## src/rtl/udma_rxbuffer.sv

```systemverilog
// udma_rxbuffer: packs 16-bit HyperBus PHY beats into 32-bit little-endian uDMA words.
// Define UDMA_RXBUF_ERR_EN to add the sticky err_o protocol-error flag.
module udma_rxbuffer #(
  parameter int TRANS_SIZE = 16
) (
  input  logic                  clk_i,
  input  logic                  rst_i,
  input  logic                  start_i,
  input  logic [TRANS_SIZE-1:0] len_i,
  input  logic [1:0]            mem_sel_i,
  input  logic                  cfg_addr_space_i,
  input  logic                  hyper_odd_saaddr_i,
  input  logic                  src_valid_i,
  output logic                  src_ready_o,
  input  logic [15:0]           data_i,
  output logic                  dst_valid_o,
  input  logic                  dst_ready_i,
  output logic [31:0]           data_o,
  output logic                  dst_last_o,
  output logic                  busy_o,
  output logic                  done_o
`ifdef UDMA_RXBUF_ERR_EN
  , output logic                err_o
`endif
);
  typedef enum logic [1:0] {IDLE, ACTIVE, DRAIN} state_t;
  state_t state_q, state_d;
  logic swap_q, reg_q, odd_q, first_q, first_d;
  logic [TRANS_SIZE-1:0] left_q, left_d, left_nx;
  logic [39:0] acc_q, acc_d, merged;
  logic [2:0] cnt_q, cnt_d, tot;
  logic [31:0] data_q, data_d;
  logic valid_q, valid_d, last_q, last_d, done_q, done_d;
  logic [7:0] lo, hi;
  logic [15:0] pair, masked;
  logic [1:0] avail, take;
  logic odd_beat, beat, out_free;
  assign lo = swap_q ? data_i[15:8] : data_i[7:0];
  assign hi = swap_q ? data_i[7:0] : data_i[15:8];
  assign odd_beat = first_q & odd_q;
  assign pair = odd_beat ? {8'h00, hi} : {hi, lo};
  assign avail = odd_beat ? 2'd1 : 2'd2;
  assign take = (left_q < TRANS_SIZE'(avail)) ? 2'(left_q) : avail;
  assign masked = (take == 2'd1) ? {8'h00, pair[7:0]} : pair;
  assign merged = acc_q | ({24'h0, masked} << {cnt_q, 3'b000});
  assign tot = cnt_q + {1'b0, take};
  assign left_nx = left_q - TRANS_SIZE'(take);
  assign out_free = !valid_q | dst_ready_i;
  assign src_ready_o = (state_q == ACTIVE) & (left_q != '0) & out_free;
  assign beat = src_valid_i & src_ready_o;
  assign dst_valid_o = valid_q;
  assign data_o = data_q;
  assign dst_last_o = last_q;
  assign busy_o = state_q != IDLE;
  assign done_o = done_q;
  always_comb begin
    state_d = state_q;
    left_d = left_q;
    acc_d = acc_q;
    cnt_d = cnt_q;
    data_d = data_q;
    last_d = last_q;
    valid_d = valid_q & !dst_ready_i;
    first_d = first_q;
    done_d = 1'b0;
    case (state_q)
      IDLE: if (start_i) begin
        done_d = len_i == '0;
        state_d = (len_i == '0) ? IDLE : ACTIVE;
        left_d = cfg_addr_space_i ? TRANS_SIZE'(1) : len_i;
        first_d = 1'b1;
        acc_d = '0;
        cnt_d = '0;
      end
      ACTIVE: if (beat && reg_q) begin
        data_d = {16'h0, data_i};
        last_d = 1'b1;
        valid_d = 1'b1;
        left_d = '0;
        first_d = 1'b0;
        state_d = DRAIN;
      end else if (beat) begin
        first_d = 1'b0;
        left_d = left_nx;
        state_d = (left_nx == '0) ? DRAIN : ACTIVE;
        // A 5-byte total at the end emits 4 now and leaves 1 for DRAIN to flush
        if (tot >= 3'd4 || left_nx == '0) begin
          data_d = merged[31:0];
          last_d = (left_nx == '0) && (tot <= 3'd4);
          valid_d = 1'b1;
          acc_d = (tot >= 3'd4) ? merged >> 32 : '0;
          cnt_d = (tot >= 3'd4) ? tot - 3'd4 : '0;
        end else begin
          acc_d = merged;
          cnt_d = tot;
        end
      end
      DRAIN: if (cnt_q != '0 && out_free) begin
        data_d = acc_q[31:0];
        last_d = 1'b1;
        valid_d = 1'b1;
        acc_d = '0;
        cnt_d = '0;
      end else if (valid_q && dst_ready_i && last_q) begin
        state_d = IDLE;
        done_d = 1'b1;
      end
      default: state_d = IDLE;
    endcase
  end
  always_ff @(posedge clk_i) begin
    if (rst_i) begin
      state_q <= IDLE;
      left_q <= '0;
      acc_q <= '0;
      cnt_q <= '0;
      data_q <= '0;
      last_q <= 1'b0;
      valid_q <= 1'b0;
      first_q <= 1'b0;
      done_q <= 1'b0;
      swap_q <= 1'b0;
      reg_q <= 1'b0;
      odd_q <= 1'b0;
    end else begin
      state_q <= state_d;
      left_q <= left_d;
      acc_q <= acc_d;
      cnt_q <= cnt_d;
      data_q <= data_d;
      last_q <= last_d;
      valid_q <= valid_d;
      first_q <= first_d;
      done_q <= done_d;
      if (state_q == IDLE && start_i) begin
        swap_q <= mem_sel_i[1];
        reg_q <= cfg_addr_space_i;
        odd_q <= hyper_odd_saaddr_i & !cfg_addr_space_i;
      end
    end
  end
`ifdef UDMA_RXBUF_ERR_EN
  logic err_q;
  always_ff @(posedge clk_i)
    err_q <= (rst_i || start_i) ? 1'b0 : err_q | (src_valid_i & (state_q != ACTIVE));
  assign err_o = err_q;
`endif
endmodule
```

## config.mk

```make
export PLATFORM = sky130hd
export DESIGN_NAME = udma_rxbuffer
export DESIGN_NICKNAME = d
export VERILOG_FILES = /design/src/rtl/udma_rxbuffer.sv
export SDC_FILE = /design/constraint.sdc
export NUM_CORES = 1
export LEC_CHECK = 0
export BUFFER_PORTS_ARGS = -buffer_cell sky130_fd_sc_hd__buf_2
export CAP_MARGIN = 20
export CELL_PAD_IN_SITES_DETAIL_PLACEMENT = 0
export CELL_PAD_IN_SITES_GLOBAL_PLACEMENT = 1
export CORE_MARGIN = 2
export CORE_UTILIZATION = 45
export CTS_BUF_LIST = sky130_fd_sc_hd__clkbuf_8
export CTS_CLUSTER_DIAMETER = 150
export DETAILED_ROUTE_END_ITERATION = 16
export PLACE_DENSITY = 0.84
export SETUP_SLACK_MARGIN = 0.1
export SYNTH_ARGS = -nofsm -noshare
export SYNTH_HDL_FRONTEND = slang
export SYNTH_SLANG_ARGS = --single-unit
```

## constraint.sdc

```tcl
create_clock -name clk_i -period 5.55 [get_ports clk_i]
set_input_delay 0.2775 -clock clk_i [delete_from_list [all_inputs] [get_ports clk_i]]
set_output_delay 0.2775 -clock clk_i [all_outputs]
set_load 0.005 [all_outputs]
```

==> run_results.csv <==
group,metric,value,unit
final_layout,fillers,1341,
yosys,syn_avg_cell_area,8.17,um^2
sta,setup_viol,0,
cts,cts_buffer_depth,2,
cts,clkTransAtPathRegs,0.10,ns
grt,grt_pass1_vias,5689,
final_layout,drive_gt1_frac,0.170,
grt,grt_max_degree,100,
final_layout,seq_area,2000,um^2
place,routabilityCongestion,0.951,
floorplanning,core_area,12700,um^2
detailed_routing,drt_iter0_markers,455,
floorplanning,die-height,119,um
critical_path,endpoint_kind,"flop",
detailed_routing,wire_per_inst,19.9,um
floorplanning,die_x,119,um
pwr,ir_drop,0.178,mV
status,status,"completed",
yosys,synth_top_family_by_area,"compound AO/OA/AOI/OAI gates",
detailed_routing,dr.pass1.iters,5,
yosys,ys_warn_count,0,
yosys,synth_edf_count,0,
cts,post_cts_resized,0,
yosys,synth_mux_area_frac,0.0439,
sta,fin_skew,0.00765,ns
flow_run,maxCapViolCount,0,
place,post-dp-hpwl,13200,um
yosys,synth-compound-area-share,0.328,
critical_path,required,5.85,ns
yosys,synthArstFlopShare,0,
grt,grt_pass1_wl,29800,um
worst_hold_path,hold_class,"input port to flop",
sta,fmax,0.202,GHz
critical_path,cp-start-kind,"flop",
sta,rsz0062_at_grt,"false",
floorplanning,ios,78,
detailed_routing,routed_wirelength,18800,um
critical_path,cp_max_fo,25,
yosys,syn_nets,775,
yosys,ys.flop_type,"dfxtp_1",
final_layout,final_nets,815,
floorplanning,start_util,0.466,
cts,h-tree-depth,3,
yosys,synthesis.area,5920,um^2
grt,antenna_found_initial,0,
final_layout,syn2layout_area_growth,11.3,%
pwr,power,3.44,mW
sta,fin_crit,4.95,ns
cts,clk_latency,0.40,ns
cts,holdBufCountCts,0,
sta,finalHoldViolCount,0,
critical_path,crit_type,"flop to flop",
cts,clockRootBuffer,"clkbuf_8",
yosys,netlist_instances,725,
sta,min_period_over_period,0.891,
detailed_routing,drtAntennaViolNets,0,
yosys,synth_fa_ha_area_frac,0.0215,
cts,clock_sinks,100,
pwr,p_leak,2.37,nW
cts,postCtsSetupBuffers,0,
place,placed_cells,924,
final_layout,multiInputGateArea,3560,um^2
place,io_buffers,76,
critical_path,crit_arrival,5.25,ns
sta,setup_tns,0,ns
floorplanning,row_count,41,
sta,slew_viol_final,0,
cts,cts_buffers,9,
final_layout,insertedDiodeCount,0,
sta,tightest_slew,1.11,ns
grt,grt_overflow_total,0,
detailed_routing,drc_errors,0,
yosys,synth_xor_area_frac,0.0133,
detailed_routing,vias,6074,
floorplanning,die-area,14100,um^2
sta,relSlewSlack,0.263,
yosys,synth_cell_types,56,
detailed_routing,via_per_inst,6.45,
yosys,ys_seq_area_frac,0.338,
pwr,p_per_area,522,nW/um^2
yosys,synth_seq_cells,100,
yosys,yosys.area_share.simple,0.192,
cts,tritoncts,"yes",
grt,grt.total_usage,0.262,
final_layout,final_cells,942,
## registers in the layout, summed over array words and instances, names as in the netlist
name	flops
dst_last_o	1
done_o	1
dst_valid_o	1
reg_q	1
swap_q	1
cnt_q	3
first_q	1
left_q	16
state_q	2
acc_q	40
odd_q	1
data_o	32
## worst max-delay path: stages, from the launching register on
cell and delay (ns):
dfxtp_1 0.42, nor3_1 0.37, nand4_1 0.38, nor2_1 0.37, nand2_1 0.08, o21ai_0 0.13, ha_1 0.28, fa_1 0.46
nor4b_1 0.65, nand4_1 0.18, o31ai_1 0.11, o32a_1 0.36, a21bo_1 0.64, a21oi_1 0.14, a311oi_1 0.27
## power breakdown
part,internal (mW),leakage (nW),switching [mW]
Sequential,0.858,0.812,0.128
Combinational,0.681,1.46,1.26
Clock,0.215,0.0944,0.296
## through the flow
| stage | worst slack [ns] | hold WS (ns) | utilization | cell area [um^2] |
|---|---|---|---|---|
| after global routing | 0.248 | 0.180 | 0.518 | 6590 |
| final | 0.603 | 0.129 | 0.518 | 6590 |
| after CTS | 0.744 | 0.120 | 0.517 | 6580 |
| after detailed placement | 0.796 | 0.448 | 0.501 | 6370 |
| after floorplan | 1.68 | 0.425 | - | 5920 |
| after global placement | 0.929 | 0.444 | 0.500 | 6360 |
## final cells by class
cell class / instances / area share
inverters: 35 / 0.0199
multi-input cells: 529 / 0.540
flip-flops and latches: 100 / 0.304
well taps: 172 / 0.0326
clock inverters: 7 / 0.0123
repair buffers: 90 / 0.0725
clock buffers: 9 / 0.0188
## cells in the mapped netlist, types with 5 or more instances
master / number / area share
mux2_2: 16 / 0.030
nand3_1: 23 / 0.019
o221ai_1: 8 / 0.012
nor2_1: 65 / 0.041
nor3_1: 23 / 0.019
clkbuf_1: 49 / 0.031
nand2_1: 42 / 0.027
xor2_1: 6 / 0.0089
a32o_1: 6 / 0.010
buf_2: 6 / 0.0051
nor2b_1: 10 / 0.011
o21ai_0: 34 / 0.029
nor4_1: 6 / 0.0063
nand4_1: 6 / 0.0063
a22oi_1: 12 / 0.015
inv_1: 34 / 0.022
nand2b_1: 20 / 0.021
ha_1: 7 / 0.015
a41oi_1: 10 / 0.015
a221oi_1: 11 / 0.016
and3_1: 11 / 0.012
a311oi_1: 9 / 0.013
a221o_1: 32 / 0.054
a21oi_1: 58 / 0.049
a211oi_1: 26 / 0.033
a32oi_1: 32 / 0.047
dfxtp_1: 100 / 0.34
mux2i_1: 8 / 0.014
nor3b_1: 5 / 0.0063
## worst paths after layout
path                                        startpoint                       to  slack (ns)  cells after the start
worst max-delay path            left_q[2]$_SDFFE_PP0P_  data_o[23]$_SDFFE_PP0P_        0.60                     14
worst max register to register  left_q[2]$_SDFFE_PP0P_  data_o[23]$_SDFFE_PP0P_        0.60                     14
worst min register to register  data_o[8]$_SDFFE_PP0P_   data_o[8]$_SDFFE_PP0P_        0.46                      2
worst min-delay path                      mem_sel_i[1]      swap_q$_SDFFE_PP0P_        0.13                      3
## cells by family after synthesis
logic type / Yosys count
multiplexers: 24
flip-flops: 100
XOR/XNOR: 9
adder cells (fa/ha/maj): 9
AO/OA/AOI/OAI: 259
buffers and inverters: 96
AND/OR/NAND/NOR: 228
## metal layers
metal	GRT usage	vias to the layer above	part of all wire
met5	0	-	0
met2	0.431	189	0.47
li1	-	2859	-
met1	0.344	2991	0.45
met4	0.105	0	0.027
met3	0.0391	35	0.051
## layout by cell type, fill, tap and decap left out, types with 3 or more instances in the layout
cell type,n
a211oi_1,25
a21oi_1,57
a221o_1,32
a221oi_1,11
a22oi_1,12
a311oi_1,9
a32o_1,6
a32oi_1,32
a41oi_1,10
and2_1,4
and3_1,11
buf_2,79
buf_4,11
clkbuf_8,9
clkinvlp_4,3
dfxtp_1,100
ha_1,7
inv_1,34
mux2_2,16
mux2i_1,8
nand2_1,42
nand2b_1,20
nand3_1,23
nand4_1,6
nor2_1,65
nor2b_1,10
nor3_1,23
nor3b_1,5
nor4_1,6
o211ai_1,3
o21ai_0,34
o221ai_1,8
o311a_1,4
o31ai_1,3
or3_1,3
xnor2_1,3
xor2_1,6
No activity file was read; power rests on OpenSTA's default activity.
